**config.mk**
```make
export PLATFORM = sky130hd
export DESIGN_NAME = mister_dict_loader
export DESIGN_NICKNAME = d
export VERILOG_FILES = /design/src/rtl/mister_loader_pkg.sv /design/src/rtl/bloom_byte_serializer.sv /design/src/rtl/mister_dict_loader.sv
export SDC_FILE = /design/constraint.sdc
export NUM_CORES = 1
export LEC_CHECK = 0
export ABC_AREA = 0
export CAP_MARGIN = 20
export CORE_MARGIN = 2
export CORE_UTILIZATION = 25
export DETAILED_ROUTE_END_ITERATION = 7
export GPL_ROUTABILITY_DRIVEN = 1
export PLACE_DENSITY_LB_ADDON = 0.2
export SLEW_MARGIN = 10
export SYNTH_ARGS = -nofsm -noshare
export SYNTH_HDL_FRONTEND = slang
export SYNTH_SLANG_ARGS = --single-unit
```
**constraint.sdc**
```tcl
create_clock -name clk_sys -period 7.3 [get_ports clk_sys]
set_input_delay 0.73 -clock clk_sys [delete_from_list [all_inputs] [get_ports clk_sys]]
set_output_delay 0.73 -clock clk_sys [all_outputs]
set_load 0.005 [all_outputs]
```
**src/rtl/mister_loader_pkg.sv**
```systemverilog
// Shared types and constants for the MiSTer dictionary / Bloom-filter loader.
package mister_loader_pkg;

    typedef enum logic [2:0] {
        IDLE,
        LD_DICT,
        LD_BLOOM,
        BLOOM_SER,
        FINISH
    } loader_state_t;

    localparam int RECORD_BYTES = 6;
    localparam int DICT_DATA_W  = 41;
    localparam int ASM_W        = 8 * RECORD_BYTES;
    localparam int LOAD_ADDR_W  = 16;

    localparam logic [7:0] DICT_INDEX_DEFAULT  = 8'h02;
    localparam logic [7:0] BLOOM_INDEX_DEFAULT = 8'h03;

endpackage

```
**src/rtl/bloom_byte_serializer.sv**
```systemverilog
// Turns one latched Bloom byte into eight consecutive single-bit writes, LSB first.
module bloom_byte_serializer #(
    parameter int ADDR_W = 16
) (
    input  logic              clk_sys,
    input  logic              reset,
    input  logic              start,
    input  logic [7:0]        byte_in,
    input  logic [ADDR_W-4:0] base_addr,
    output logic              bit_en,
    output logic [ADDR_W-1:0] bit_addr,
    output logic              bit_val,
    output logic              busy,
    output logic              last
);

    logic [7:0]        byte_q;
    logic [ADDR_W-4:0] base_q;
    logic [2:0]        idx_q;
    logic              busy_q;

    // Latch the byte on start, then step the bit index once per cycle until bit 7 is out.
    always_ff @(posedge clk_sys or posedge reset) begin
        // NOTE: non-blocking assignments keep every register update in this block
        // referring to pre-edge values, so ordering of statements cannot create races.
        if (reset) begin
            byte_q <= '0;
            base_q <= '0;
            idx_q  <= '0;
            busy_q <= 1'b0;
        end else if (start) begin
            byte_q <= byte_in;
            base_q <= base_addr;
            idx_q  <= '0;
            busy_q <= 1'b1;
        end else if (busy_q) begin
            idx_q <= idx_q + 3'd1;
            if (idx_q == 3'd7) begin
                busy_q <= 1'b0;
            end
        end
    end

    // Outputs are quiet (all zero) whenever no byte is being serialized.
    assign bit_en   = busy_q;
    assign bit_val  = busy_q & byte_q[idx_q];
    assign bit_addr = busy_q ? {base_q, idx_q} : '0;
    assign busy     = busy_q;
    assign last     = busy_q && (idx_q == 3'd7);

endmodule

```
**src/rtl/mister_dict_loader.sv**
```systemverilog
// Converts the HPS ioctl byte stream into dictionary-record and Bloom-bit load strobes.
module mister_dict_loader
    import mister_loader_pkg::*;
#(
    parameter logic [7:0] DICT_INDEX  = DICT_INDEX_DEFAULT,
    parameter logic [7:0] BLOOM_INDEX = BLOOM_INDEX_DEFAULT,
    parameter int         DICT_DEPTH  = 65536,
    parameter int         BLOOM_BITS  = 65536
) (
    input  logic                   clk_sys,
    input  logic                   reset,
    input  logic                   ioctl_download,
    input  logic                   ioctl_wr,
    input  logic [24:0]            ioctl_addr,
    input  logic [7:0]             ioctl_dout,
    input  logic [7:0]             ioctl_index,
    output logic                   ioctl_wait,
    output logic                   dict_load_en,
    output logic [LOAD_ADDR_W-1:0] dict_load_addr,
    output logic [DICT_DATA_W-1:0] dict_load_data,
    output logic                   bloom_load_en,
    output logic [LOAD_ADDR_W-1:0] bloom_load_addr,
    output logic                   bloom_load_bit,
    output logic                   load_busy,
    output logic                   load_done,
    output logic                   load_error,
    output logic [15:0]            entry_count
);

    localparam logic [16:0] DICT_LIMIT       = 17'(DICT_DEPTH);
    localparam logic [24:0] BLOOM_BYTE_LIMIT = 25'(BLOOM_BITS / 8);
    localparam logic [2:0]  LAST_BYTE        = 3'(RECORD_BYTES - 1);

    loader_state_t state_q, state_d;

    logic             dl_q;
    logic [24:0]      exp_addr_q;
    logic [2:0]       byte_cnt_q, byte_cnt_d;
    logic [16:0]      rec_num_q;
    logic [ASM_W-1:0] asm_q, asm_word;

    logic dl_rise, addr_ok, rec_last;
    logic dict_take, bloom_take, err_set, start_dict, start_bloom;
    logic ser_last;

    assign dl_rise  = ioctl_download & ~dl_q;
    assign addr_ok  = (ioctl_addr == exp_addr_q);
    assign rec_last = (byte_cnt_q == LAST_BYTE);

    // State register plus the download-window edge detector.
    always_ff @(posedge clk_sys or posedge reset) begin
        if (reset) begin
            state_q <= IDLE;
            // Reset to 1 so a download still open across reset is not seen as a new rise.
            dl_q    <= 1'b1;
        end else begin
            state_q <= state_d;
            dl_q    <= ioctl_download;
        end
    end

    // Next-state logic and per-cycle accept/reject decisions for incoming bytes.
    always_comb begin
        // NOTE: every variable gets a default before the case so no path leaves
        // one unassigned, which would otherwise infer a latch.
        state_d     = state_q;
        dict_take   = 1'b0;
        bloom_take  = 1'b0;
        err_set     = 1'b0;
        start_dict  = 1'b0;
        start_bloom = 1'b0;
        asm_word    = asm_q;
        asm_word[{byte_cnt_q, 3'b000} +: 8] = ioctl_dout;

        unique case (state_q)
            IDLE: begin
                if (dl_rise && ioctl_index == DICT_INDEX) begin
                    state_d    = LD_DICT;
                    start_dict = 1'b1;
                end else if (dl_rise && ioctl_index == BLOOM_INDEX) begin
                    state_d     = LD_BLOOM;
                    start_bloom = 1'b1;
                end
            end
            LD_DICT: begin
                if (ioctl_wr) begin
                    if (addr_ok && rec_num_q < DICT_LIMIT) dict_take = 1'b1;
                    else                                   err_set   = 1'b1;
                end
                if (dict_take && rec_last && asm_word[ASM_W-1:DICT_DATA_W] != '0) begin
                    err_set = 1'b1;
                end
                if (!ioctl_download) begin
                    state_d = FINISH;
                    if (byte_cnt_d != 3'd0) err_set = 1'b1;
                end
            end
            LD_BLOOM: begin
                if (ioctl_wr) begin
                    if (addr_ok && exp_addr_q < BLOOM_BYTE_LIMIT) begin
                        bloom_take = 1'b1;
                        state_d    = BLOOM_SER;
                    end else begin
                        err_set = 1'b1;
                    end
                end
                if (!ioctl_download && !bloom_take) state_d = FINISH;
            end
            BLOOM_SER: begin
                if (ioctl_wr) err_set = 1'b1;
                if (ser_last) state_d = ioctl_download ? LD_BLOOM : FINISH;
            end
            FINISH:  state_d = IDLE;
            default: state_d = IDLE;
        endcase
    end

    // Byte position within the record after this cycle's byte (if any) is absorbed.
    always_comb begin
        byte_cnt_d = byte_cnt_q;
        if (dict_take) byte_cnt_d = rec_last ? 3'd0 : byte_cnt_q + 3'd1;
    end

    // Record assembly, address tracking, dictionary strobe and sticky status.
    always_ff @(posedge clk_sys or posedge reset) begin
        if (reset) begin
            exp_addr_q     <= '0;
            byte_cnt_q     <= '0;
            rec_num_q      <= '0;
            asm_q          <= '0;
            dict_load_en   <= 1'b0;
            dict_load_addr <= '0;
            dict_load_data <= '0;
            load_error     <= 1'b0;
            entry_count    <= '0;
        end else begin
            dict_load_en <= 1'b0;
            if (err_set) load_error <= 1'b1;
            if (start_dict || start_bloom) begin
                load_error <= 1'b0;
                exp_addr_q <= '0;
                byte_cnt_q <= '0;
                rec_num_q  <= '0;
                asm_q      <= '0;
            end
            if (start_dict) entry_count <= '0;
            if (dict_take) begin
                exp_addr_q <= exp_addr_q + 25'd1;
                byte_cnt_q <= byte_cnt_d;
                asm_q      <= asm_word;
                if (rec_last) begin
                    dict_load_en   <= 1'b1;
                    dict_load_addr <= rec_num_q[LOAD_ADDR_W-1:0];
                    dict_load_data <= asm_word[DICT_DATA_W-1:0];
                    rec_num_q      <= rec_num_q + 17'd1;
                    entry_count    <= entry_count + 16'd1;
                end
            end
            if (bloom_take) exp_addr_q <= exp_addr_q + 25'd1;
        end
    end

    bloom_byte_serializer #(
        .ADDR_W (LOAD_ADDR_W)
    ) u_ser (
        .clk_sys   (clk_sys),
        .reset     (reset),
        .start     (bloom_take),
        .byte_in   (ioctl_dout),
        .base_addr (ioctl_addr[LOAD_ADDR_W-4:0]),
        .bit_en    (bloom_load_en),
        .bit_addr  (bloom_load_addr),
        .bit_val   (bloom_load_bit),
        .busy      (ioctl_wait),
        .last      (ser_last)
    );

    assign load_busy = (state_q == LD_DICT) || (state_q == LD_BLOOM) || (state_q == BLOOM_SER);
    assign load_done = (state_q == FINISH);

endmodule

```
After elaboration in Yosys (flattened, before gate mapping)
Index checks and enable logic that the tools add are counted.
{"block": "classes", "n_addsub": 6, "magnitude_cmp": 3, "eq_ne": 14, "n_shift": 2, "mux": 59, "bitwise_logic": 3, "reduce_logical": 22}
{"op": "two-way mux 48 bit", "count": 2}
{"op": "two-way mux 25 bit", "count": 3}
{"op": "two-way mux 16 bit", "count": 4}
{"op": "two-way mux 17 bit", "count": 3}
{"op": "bitwise mux 48 bit", "count": 1}
{"op": "variable shift 8 x 8 -> 48 bit, first input constant", "count": 1}
{"op": "indexed part select 8 x 8 -> 48 bit", "count": 1}
{"op": "two-way mux 3 bit", "count": 14}
{"op": "two-way mux 1 bit", "count": 29}
{"op": "adder 25 x 1 -> 25 bit, second input constant", "count": 1}
{"op": "== test 25 bit", "count": 1}
{"op": "less-than comparator 25 x 14 -> 1 bit, second input constant", "count": 1}
{"op": "adder 17 x 1 -> 17 bit, second input constant", "count": 1}
{"op": "less-than comparator 17 bit, second input constant", "count": 1}
{"op": "adder 16 x 1 -> 16 bit, second input constant", "count": 1}
{"op": "== test 8 x 2 -> 1 bit, second input constant", "count": 2}
{"op": "case mux 3 bit (4 select lines)", "count": 1}
{"op": "== test 3 bit, second input constant", "count": 3}
{"op": "inequality test 3 bit, second input constant", "count": 3}
{"op": "logical AND 1 bit", "count": 8}
{"op": "negation 6 -> 8 bit", "count": 1}
{"op": "nonzero test 7 bit", "count": 1}
{"op": "adder 3 x 1 -> 3 bit, second input constant", "count": 2}
{"op": "== test 3 x 2 -> 1 bit, second input constant", "count": 2}
{"op": "other kinds (14)", "count": 22}
{"block": "word_totals", "regBits": 197, "in_bits": 45, "out_inout_bits": 96, "word_cells": 124}

Longest topological paths before layout
{"block": "logic_depth", "ltp_word": 13, "mapped_depth": 11, "depth_no_buf": 8}

Modules after synthesis
Synthesis repeated with hierarchy kept, for this count alone.
{"block": "unflattened", "cells_unflattened": 1032, "area_unflattened_um2": 9810.7}
{"module": "mister_dict_loader", "n_inst": 1, "cells_each": 948, "area_per_inst_um2": 8665.8, "seq_area_each_um2": 4305.4}
{"module": "bloom_byte_serializer", "n_inst": 1, "cells_each": 84, "area_per_inst_um2": 1144.8, "seq_area_each_um2": 625.6}

Least setup slack after synthesis
No wires, ideal clock.
{"block": "synth_path", "kind": "input-to-reg", "start": "in ioctl_addr[16]", "end": "reg asm_q[16]", "setup_ns": 0.121, "t_arrival_ns": 2.880, "required_ns": 7.179, "path_slack_ns": 4.299, "stages": 8, "path_buffers": 2, "cell_sequence": "xor2_2 or4_4 or3_1 buf_2 nor3_4 buf_6 mux2_2 a22o_1"}
{"block": "synth_between", "elab_chain_len": 7, "elab_cells_between_ends": 8, "classes_between": "eq/ne: 1; mux: 5; reduce/logical: 2"}
{"item": "from (decl)", "line": "mister_dict_loader.sv:14", "source": "input logic [24:0] ioctl_addr,"}
{"item": "== test 25 bit *", "line": "mister_dict_loader.sv:47", "source": "assign addr_ok = (ioctl_addr == exp_addr_q);"}
{"item": "logical AND 1 bit *", "line": "mister_dict_loader.sv:87", "source": "if (addr_ok && rec_num_q < DICT_LIMIT) dict_take = 1'b1;"}
{"item": "two-way mux 1 bit *", "line": "mister_dict_loader.sv:87"}
{"item": "two-way mux 1 bit *", "line": "mister_dict_loader.sv:86", "source": "if (ioctl_wr) begin"}
{"item": "two-way mux 1 bit * (2 in a row)", "line": "mister_dict_loader.sv:75", "source": "unique case (state_q)"}
{"item": "two-way mux 48 bit / nonzero test 2 bit (equally long branches)"}
{"item": "to (signal assigned)", "line": "mister_dict_loader.sv:150", "source": "asm_q <= asm_word;"}
{"item": "to (decl)", "line": "mister_dict_loader.sv:40", "source": "logic [ASM_W-1:0] asm_q, asm_word;"}
Every way passes the cells marked *; elsewhere a longest branch is shown, timed or not. The select of a mux whose other input is x is not followed.
A chain may end at the register's enable or synchronous reset.

Worst setup path in the final report
{"block": "layout_path", "start": "in ioctl_addr[8]", "end": "reg entry_count[11]"}
{"block": "layout_between", "elab_chain_len": 7}
{"item": "== test 25 bit", "line": "mister_dict_loader.sv:47"}
{"item": "logical AND 1 bit", "line": "mister_dict_loader.sv:87"}
{"item": "two-way mux 1 bit", "line": "mister_dict_loader.sv:87"}
{"item": "two-way mux 1 bit", "line": "mister_dict_loader.sv:86"}
{"item": "two-way mux 1 bit (2 in a row)", "line": "mister_dict_loader.sv:75"}
{"item": "two-way mux 16 bit", "line": "mister_dict_loader.sv:147", "source": "if (dict_take) begin"}
{"item": "to (signal assigned)", "line": "mister_dict_loader.sv:156", "source": "entry_count <= entry_count + 16'd1;"}
{"item": "to (decl)", "line": "mister_dict_loader.sv:27", "source": "output logic [15:0] entry_count"}
Every way passes these cells. The select of a mux whose other input is x is not followed.

==> results.py <==
metrics = {
    "logic_synthesis": {
        "synth_warnings": 0,
        "syn_inst": 961,
        "synthTopCellsByArea": "dfrtp_1, nand2_1, a22o_1",
        "yosys-top-cells-count": "dfrtp_1, nand2_1, o21ai_0",
        "synth-edff-count": 0,
        "synth_area_um2": 9674,
        "synth_top_cell_area_share_pct": 50.70,
        "ys_seq_area_share_pct": 50.97,
        "syn-num-nets": 1016,
        "ys.flop_type": "dfrtp_1",
        "synthArstFlopShare_pct": 100.0,
        "syn_area_per_cell_um2": 10.07,
        "synth_top_cell_by_area": "dfrtp_1",
        "ys_types": 67,
        "synth-seq-cells": 197,
        "yosysMostFrequentCell": "dfrtp_1",
    },
    "detailed_routing": {
        "wl_met1_mm": 14.54,
        "dr_wl_met2_mm": 12.46,
        "wl_per_cell_um": 17.89,
        "ant_nets": 0,
        "drc_errors": 0,
        "drt_pass1_iterations": 5,
        "vias": 7645,
        "avgViaCountPerCell": 4.757,
        "top_layer": "met4",
        "wl_met3_mm": 1.382,
        "drt_iter0_drc": 489,
        "wl_mm": 28.75,
    },
    "run": {
        "maxCapViolations": 0,
    },
    "clock_tree": {
        "cts_buffer_depth": 2,
        "cts_buffers": 17,
        "postCtsSetupBuffers": 0,
        "htreeDepth": 4,
        "root_buffer": "clkbuf_16",
        "clk_pin_slew_ps": 80,
        "ctsHoldBuffers": 0,
        "cts_sinks": 197,
        "tritoncts": "done",
        "ctsResizeCount": 0,
        "clock_latency_ps": 450,
    },
    "timing": {
        "setup_slack_ps": 3527,
        "drv_slew": 0,
        "setup_viol": 0,
        "holdWs_ps": 468.6,
        "tns_ps": 0,
        "finalCritPeriodShare_pct": 51.69,
        "period_needed_ps": 3773,
        "hold_viol_final": 0,
        "worst_pin_slew_ps": 877.5,
        "clock_skew_ps": 15.55,
        "rsz0062_at_grt": "false",
        "clock.fmax_mhz": 265.0,
        "relSlewSlack_pct": 41.18,
    },
    "cells_and_area": {
        "fin_nets": 1129,
        "drive_above_1_share_pct": 8.556,
        "finalInstanceArea_um2": 12220,
        "layout.cells.non_filler": 1607,
        "fin_util_pct": 31.85,
        "area_growth_pct": 26.33,
    },
    "placement": {
        "dp_worst_setup_slack_ps": 2934,
        "portBuffers": 140,
        "place.gp.congestion": 0.7715,
        "placed_area_um2": 11600,
        "hpwl_mm": 19.46,
        "placedCellCount": 1572,
    },
    "setup_path": {
        "cp.arrival_ps": 4150,
        "crit_fanout": 73,
        "r2r_end": "entry_count[11]",
        "r2r_start": "exp_addr_q[21]",
        "reg2regPathDepth": 7,
        "reg2reg_slack_ps": 3730,
        "critPathCaptureType": "flip-flop",
        "required_ps": 7680,
        "start_kind": "input pin",
        "critical_path_class": "input pin to flip-flop",
    },
    "floorplan": {
        "die_h_um": 200.7,
        "die-width_um": 200.7,
        "ios": 141,
        "dieArea_um2": 40290,
        "rows": 72,
        "core_area_um2": 38380,
        "start_util_pct": 25.21,
    },
    "global_routing": {
        "grt_overflow": 0,
        "grt_pass1_vias": 7634,
        "grt_pass1_wl_mm": 45.48,
        "gr-usage-all-layers_pct": 14.45,
        "grt_max_degree": 120,
        "grt_antenna_before_repair": 1,
    },
    "min_path": {
        "hold_class": "flip-flop to flip-flop",
        "hold_depth": 2,
        "min_from": "dict_load_addr[11]",
        "whs_endpoint": "dict_load_addr[11]",
    },
    "pwr": {
        "cellPowerDensity_nw_per_um2": 178.4,
        "finalPower_mw": 2.180,
        "leakagePower_nw": 5.325,
        "max-vdd-ir-drop_mv": 0.1606,
    },
    "status": {
        "status": "finished, final reports clean",
    },
}
flip-flops by register name, summed over array words and instances, names as in the netlist, 3 cells and up:
name	count
u_ser.idx_q	3
dict_load_addr	16
exp_addr_q	25
asm_q	48
rec_num_q	17
state_q	3
entry_count	16
u_ser.base_q	13
dict_load_data	41
byte_cnt_q	3
u_ser.byte_q	8
cell families after synthesis:
| logic type | synth area share, % |
|---|---|
| AO/OA/AOI/OAI | 13.92 |
| XOR/XNOR | 3.065 |
| adder cells (fa/ha/maj) | 1.293 |
| buffers and inverters | 3.867 |
| flip-flops | 50.97 |
| multiplexers | 7.450 |
| AND/OR/NAND/NOR | 19.44 |
critical path, stage by stage:
cell             delay, ps
clkdlybuf4s50_1        470
xor2_1                 180
nor4_1                 540
nand4_1                610
or3_2                  640
buf_4                  300
or4_1                  570
nand2_1                 80
cell type report:
class | count | area, um2
diodes | 2 | 5.005
clock buffers | 17 | 425.4
clock inverters | 15 | 167.7
fillers | 4002 | 26160
inverters | 29 | 116.4
multi-input cells | 674 | 4394
flip-flops and latches | 197 | 4931
well taps | 518 | 648.1
repair buffers | 155 | 1534
routing by layer:
layer | GRT usage [%] | vias up
met3 | 3.377 | 18
met5 | 0 | -
met4 | 3.942 | 0
li1 | - | 3674
met2 | 21.23 | 167
met1 | 21.18 | 3786
cell usage in the layout (no fill, tap or decap), types with 22 or more instances in the layout:
cell type and count:
and2_1 27, dfrtp_1 196, nand3_1 40, nand2_1 144
inv_1 28, a22o_1 44, o21ai_0 61, mux2_2 22
mux2i_1 37, nor2_1 31, a21oi_1 39, clkdlybuf4s50_1 140
xor2_1 26
power by group:
| group | switching (mW) | internal [mW] | leakage [nW] |
|---|---|---|---|
| registers | 0.00614 | 1.09 | 2.66 |
| logic | 0.0677 | 0.0428 | 2.38 |
| clock network | 0.482 | 0.487 | 0.282 |
worst max path at each step:
stage               slack (ps)  depth (start not counted)           start               to
detailed placement        2930                          8  ioctl_addr[21]    rec_num_q[14]
finish                    3530                          8   ioctl_addr[8]  entry_count[11]
global route              3250                          8  ioctl_addr[21]  entry_count[13]
floorplan                 1200                          1           reset         asm_q[0]
CTS                       3390                          8  ioctl_addr[21]  entry_count[11]
global placement          2970                          8  ioctl_addr[21]  entry_count[11]
Note: power is estimated with default switching activity, not from simulation.
